[src/rtl/spi_pkg.sv]
// Shared definitions for the SPI slave path: frame FSM states, frame geometry
// and the register-bank address map.
package spi_pkg;

  typedef enum logic [1:0] {
    IDLE,
    SHIFT,
    COMMIT,
    ERR
  } state_t;

  localparam int ADDR_W     = 7;
  localparam int DATA_W     = 8;
  localparam int FRAME_BITS = 1 + ADDR_W + DATA_W;
  localparam int RW_BIT     = FRAME_BITS - 1;

  localparam logic [ADDR_W-1:0] REG_ID     = 7'h00;
  localparam logic [ADDR_W-1:0] REG_CTRL   = 7'h01;
  localparam logic [ADDR_W-1:0] REG_STATUS = 7'h02;
  localparam logic [ADDR_W-1:0] REG_IRQ_EN = 7'h03;
  localparam logic [ADDR_W-1:0] REG_IRQ_ST = 7'h04;
  localparam logic [ADDR_W-1:0] REG_SCRATCH0 = 7'h05;
  localparam logic [ADDR_W-1:0] REG_SCRATCH1 = 7'h06;
  localparam logic [ADDR_W-1:0] REG_SCRATCH2 = 7'h07;

endpackage

[src/rtl/spi_tx_shifter.sv]
// Negedge serializer for SO: parallel load of read data, then MSB-first shift
// with zero fill; forced to zero outside the shifting phase of a frame.
module spi_tx_shifter #(
  parameter int DATA_W = spi_pkg::DATA_W
) (
  input  logic              SCLK,
  input  logic              rst_n,
  input  logic              load,
  input  logic              clr,
  input  logic [DATA_W-1:0] rd_data,
  output logic              SO
);

  logic [DATA_W-2:0] sh_out;

  always_ff @(negedge SCLK or negedge rst_n) begin
    if (!rst_n) begin
      {SO, sh_out} <= '0;
    end else if (load) begin
      {SO, sh_out} <= rd_data;
    end else if (clr) begin
      {SO, sh_out} <= '0;
    end else begin
      {SO, sh_out} <= {sh_out, 1'b0};
    end
  end

endmodule

[src/rtl/spi_frame_rx.sv]
// SPI slave frame receiver: deserialises R/W + address + data frames, issues
// register-bank write strobes and read requests, and counts malformed frames.
module spi_frame_rx #(
  parameter int ADDR_W = spi_pkg::ADDR_W,
  parameter int DATA_W = spi_pkg::DATA_W,
  parameter int ERR_W  = 8
) (
  input  logic              SCLK,
  input  logic              rst_n,
  input  logic              SV_n,
  input  logic              SI,
  output logic              SO,
  output logic              wr_en,
  output logic [ADDR_W-1:0] wr_addr,
  output logic [DATA_W-1:0] wr_data,
  output logic              rd_req,
  output logic [ADDR_W-1:0] rd_addr,
  input  logic [DATA_W-1:0] rd_data,
  output logic              frame_err,
  output logic [ERR_W-1:0]  err_cnt,
  output logic              busy
);

  import spi_pkg::*;

  localparam int FRM_W = 1 + ADDR_W + DATA_W;
  localparam int CNT_W = $clog2(FRM_W + 2);
  localparam logic [CNT_W-1:0] CNT_FULL = CNT_W'(FRM_W);
  localparam logic [CNT_W-1:0] CNT_SAT  = CNT_W'(FRM_W + 1);
  // Count before the edge that captures the last address bit.
  localparam logic [CNT_W-1:0] CNT_RD   = CNT_W'(ADDR_W);

  state_t            state, state_nx;
  logic [FRM_W-1:0]  sh_in, sh_in_nx;
  logic [CNT_W-1:0]  bitcnt;
  logic              start, shift, commit_go, err_go, rd_go;

  function automatic logic [ERR_W-1:0] err_sat_inc(input logic [ERR_W-1:0] v);
    return (&v) ? v : v + 1'b1;
  endfunction

  function automatic logic [CNT_W-1:0] cnt_sat_inc(input logic [CNT_W-1:0] v);
    return (v == CNT_SAT) ? v : v + 1'b1;
  endfunction

  assign sh_in_nx = {sh_in[FRM_W-2:0], SI};
  assign busy     = (state != IDLE);

  always_ff @(posedge SCLK or negedge rst_n) begin
    if (!rst_n) state <= IDLE;
    else        state <= state_nx;
  end

  always_comb begin
    state_nx  = state;
    start     = 1'b0;
    shift     = 1'b0;
    commit_go = 1'b0;
    err_go    = 1'b0;
    rd_go     = 1'b0;
    case (state)
      IDLE: begin
        if (!SV_n) begin
          state_nx = SHIFT;
          start    = 1'b1;
        end
      end
      SHIFT: begin
        if (!SV_n) begin
          shift = 1'b1;
          // R/W bit sits one below its final slot until this edge shifts it up.
          rd_go = (bitcnt == CNT_RD) && sh_in[ADDR_W-1];
        end else if (bitcnt == CNT_FULL) begin
          state_nx  = COMMIT;
          commit_go = 1'b1;
        end else begin
          state_nx = ERR;
          err_go   = 1'b1;
        end
      end
      COMMIT:  state_nx = IDLE;
      ERR:     state_nx = IDLE;
      default: state_nx = IDLE;
    endcase
  end

  always_ff @(posedge SCLK or negedge rst_n) begin
    if (!rst_n) begin
      sh_in     <= '0;
      bitcnt    <= '0;
      wr_en     <= 1'b0;
      wr_addr   <= '0;
      wr_data   <= '0;
      rd_req    <= 1'b0;
      rd_addr   <= '0;
      frame_err <= 1'b0;
      err_cnt   <= '0;
    end else begin
      wr_en     <= 1'b0;
      rd_req    <= 1'b0;
      frame_err <= 1'b0;
      if (start) begin
        sh_in  <= {{(FRM_W-1){1'b0}}, SI};
        bitcnt <= CNT_W'(1);
      end else if (shift) begin
        sh_in  <= sh_in_nx;
        bitcnt <= cnt_sat_inc(bitcnt);
      end
      if (rd_go) begin
        rd_req  <= 1'b1;
        rd_addr <= sh_in_nx[ADDR_W-1:0];
      end
      if (commit_go && !sh_in[FRM_W-1]) begin
        wr_en   <= 1'b1;
        wr_addr <= sh_in[FRM_W-2:DATA_W];
        wr_data <= sh_in[DATA_W-1:0];
      end
      if (err_go) begin
        frame_err <= 1'b1;
        err_cnt   <= err_sat_inc(err_cnt);
      end
    end
  end

  spi_tx_shifter #(
    .DATA_W(DATA_W)
  ) u_tx (
    .SCLK    (SCLK),
    .rst_n   (rst_n),
    .load    (rd_req),
    .clr     (state != SHIFT),
    .rd_data (rd_data),
    .SO      (SO)
  );

endmodule

[config.mk]
export PLATFORM = sky130hd
export DESIGN_NAME = spi_frame_rx
export DESIGN_NICKNAME = d
export VERILOG_FILES = /design/src/rtl/spi_pkg.sv /design/src/rtl/spi_tx_shifter.sv /design/src/rtl/spi_frame_rx.sv
export SDC_FILE = /design/constraint.sdc
export NUM_CORES = 1
export LEC_CHECK = 0
export ABC_AREA = 1
export BUFFER_PORTS_ARGS = -buffer_cell sky130_fd_sc_hd__clkbuf_2
export CORE_MARGIN = 2
export CORE_UTILIZATION = 55
export DETAILED_ROUTE_END_ITERATION = 12
export GPL_TIMING_DRIVEN = 0
export PLACE_DENSITY_LB_ADDON = 0.12
export SLEW_MARGIN = 15
export SYNTH_ARGS = -nofsm -noshare
export SYNTH_HDL_FRONTEND = slang
export SYNTH_SLANG_ARGS = --single-unit
[constraint.sdc]
create_clock -name SCLK -period 1.5 [get_ports SCLK]
set_input_delay 0.225 -clock SCLK [delete_from_list [all_inputs] [get_ports SCLK]]
set_output_delay 0.225 -clock SCLK [all_outputs]
set_load 0.02 [all_outputs]
==> metrics.md <==
| Metric | Value |
|---|---|
| Fin Setup TNS | -1.49 ns |
| Gr ovfl total | 0 |
| RSZ-0062 raised after global routing | yes |
| Reg-to-reg critical path startpoint | rd_req$_DFF_PN0_ |
| Row count | 25 |
| Via count | 2,141 |
| Worst Skew | 0.0153 ns |
| DP HPWL | 3.77 mm |
| Measured slew at the worst slew-check pin | 0.966 ns |
| Final setup margin | -0.341 ns |
| GPL Wtd Cong | 0.832 |
| Initial antenna violation count | 0 |
| Hold Path Class | in2reg |
| DRT Wirelength | 5.68 mm |
| Status | finished with violations |
| ANT cells | 0 |
| Routed Antenna Nets | 0 |
| Flop2flop setup slack | -0.16 ns |
| Yosys reg bits | 64 |
| Critical path buffers and inverters | 1 |
| Fillers | 383 |
| Leakage | 1.82 nW |
| Worst path cell trace | clkbuf_8 |
| Final #Nets | 375 |
| Tot Pwr | 4.92 mW |
| Failing checks | setup timing |
| Clock Latency Late Sink | 0.34 ns |
| Clock tree buffer depth | 2 |
| Layout Cells excl Fill | 431 |
| Total CTS buffers | 9 |
| Total power per unit cell area | 1400 mW/mm^2 |
| Post-synthesis instance area | 0.00281 sq mm |
| H-tree depth | 3 |
| Clock Pin Slew Worst Setup and Hold Paths | 0.07 ns |
| Area growth, synth to finish | 25.4% |
| Share of layout cells above drive strength 1 | 34.1% |
| Number of port buffers | 46 |
| Cell variety after synth | 27 |
| Die footprint | 0.00569 sq mm |
| Largest net degree at the start of global routing | 44 |
| Fin. max-slew vios | 0 |
| Beginning of the critical path | u_tx.SO$_DFF_NN0_ |
| Fin util | 73.1% |
| Initial drt markers | 185 |
| First-pass GRT wire length | 9.16 mm |
| Clk sinks | 64 |
| Synth Area per Inst | 9.48 sq um |
| CP startpoint kind | register |
| Ys Warns | 0 |
| Worst R2R Path Depth | 3 |
| Initial Util | 58.3% |
| Slowest CP cell | dfrtn_1 |
| Crit-path max cell delay | 0.40 ns |
| Root Buffer | clkbuf_8 |
| Placed insts | 410 |
| Worst Setup End Kind | output pin |
| Post-synthesis sequential area ratio | 57.1% |
| DRC viols | 0 |
| Final hold violations | 0 |
| Slew HR | 35.6% |
| Syn nets | 312 |
| Total track usage | 22.0% |
| Peak VDD IR | 0.817 mV |
| Final hold slack | 0.102 ns |
| CTS tree | yes |
| Drt wl/cell | 13.2 microns |
| Crit-path leading delay family | flip-flops |
| CP max FO | 1 |
| IO Pins | 47 |
| Worst path depth | 1 |
| Pre-antenna DRT Iters | 4 |
| CP arrival | 1.62 ns |
| Capturing point of the worst reg2reg path | u_tx.sh_out[3]$_DFF_NN0_ |
| Final setup vio count | 9 |
| CP Class | reg2out |
| Vias in the first global route | 1,955 |
| Crit path required time | 1.27 ns |
| Crit path to | SO |
| Vias per cell | 4.97 |
| Die H | 75.4 microns |
| Max Cap Viol | 0 |
| Die X | 75.4 microns |
| Synthesized instance count | 296 |
| Core Region | 0.00482 sq mm |
-- metal layers --
metal	GRT usage, %	share of wire (%)	up-vias
met3	6.88	4.0	9
li1	-	-	1077
met2	33.4	49	50
met5	0	0	-
met1	29.9	45	1005
met4	7.99	1.5	0
-- cell families (layout without fill, tap and decap cells) --
kind of cell    Yosys count  count (layout)  synth area share, %
simple gates            129             129                 21.0
flops                    64              64                 57.1
compound gates           53              53                 12.1
buf+inv                  42             110                 6.73
fa+ha+maj                 4               4                 1.78
xor+xnor                  4               4                 1.25
-- sequential cells by signal (all words and copies together) (netlist names) --
| name | count |
|---|---|
| bitcnt | 5 |
| rd_addr | 7 |
| wr_data | 8 |
| sh_in | 16 |
| rd_req | 1 |
| wr_addr | 7 |
| frame_err | 1 |
| wr_en | 1 |
| state | 2 |
| u_tx.sh_out | 7 |
| u_tx.SO | 1 |
| err_cnt | 8 |
-- how the worst min path moves through the flow --
stage                                      from                     end  slack (ns)  depth (start not counted)
after global routing                         SI  rd_addr[0]$_DFFE_PN0P_        0.13                          3
after floorplan                           rst_n   bitcnt[0]$_DFFE_PN0P_       -0.07                          0
after global placement    sh_in[15]$_DFFE_PN0P_         wr_en$_DFF_PN0_        0.43                          1
final                                        SI  rd_addr[0]$_DFFE_PN0P_        0.10                          3
after CTS                                    SI  rd_addr[0]$_DFFE_PN0P_         0.1                          3
after detailed placement                  rst_n   bitcnt[4]$_DFFE_PN0P_        0.18                          1
-- what timing repair did --
action | CTS | global route
hold buffers | 2 | 0
gates cloned | 0 | 1
hold endpoints to repair | 21 | 0
pin swaps | 0 | 5
setup endpoints to repair | 15 | 35
resized for setup | 6 | 24
setup buffers | 1 | 1
-- final cells by class --
class / instances / area, sq um / share of cell area [%]
repair buffers: 52 / 324 / 9.21
inverters: 36 / 143 / 4.05
flip-flops and latches: 64 / 1600 / 45.6
clock inverters: 4 / 51.3 / 1.46
clock buffers: 12 / 165 / 4.69
well taps: 67 / 83.8 / 2.38
multi-input cells: 190 / 1080 / 30.8
plain buffers: 6 / 65.1 / 1.85
-- power breakdown --
group          switching (mW)  internal, mW
Combinational           0.753         0.406
Sequential              0.231          1.96
Clock                   0.667         0.903
-- cell usage after synthesis --
library cell  count  area (sq um)
nand2_1          94           353
dfrtp_1          56          1400
inv_1            32           120
o21ai_0          22           110
o21ai_2          15           131
o22ai_1          15          93.8
nor2_1           10          37.5
nand3_1           9          45.0
dfrtn_1           8           200
buf_6             4          45.0
ha_1              4          50.1
inv_2             4          15.0
nand2_2           4          25.0
nand3_4           2          35.0
nor2_2            2          12.5
nor2_4            2          22.5
xnor2_1           2          17.5
xor2_1            2          17.5
a21oi_1           1          5.00
buf_2             1          5.00
clkbuf_1          1          3.75
nand2_4           1          11.3
nand3_2           1          10.0
nand3b_1          1          7.51
nand4_1           1          6.26
nor2_8            1          20.0
nor3_1            1          5.00
-- per-stage QoR --
stage | area [sq um] | setup slack, ns
2_1_floorplan | 2820 | -0.123
3_3_place_gp | 3140 | -0.818
3_5_place_dp | 3160 | -0.163
4_1_cts | 3430 | -0.335
5_1_grt | 3520 | -0.376
6_report | 3520 | -0.341
-- cells in the final DEF (no fill, tap or decap), drive strengths merged, types with 2 or more instances in the layout --
cell type and count:
nand2 99, clkbuf 58, dfrtp 56, o21ai 37, inv 36, o22ai 15
nor2 15, nand3 12, buf 10, dfrtn 8, ha 4, xnor2 2
xor2 2, clkinv 2
Power figures use the tool's default switching activity.
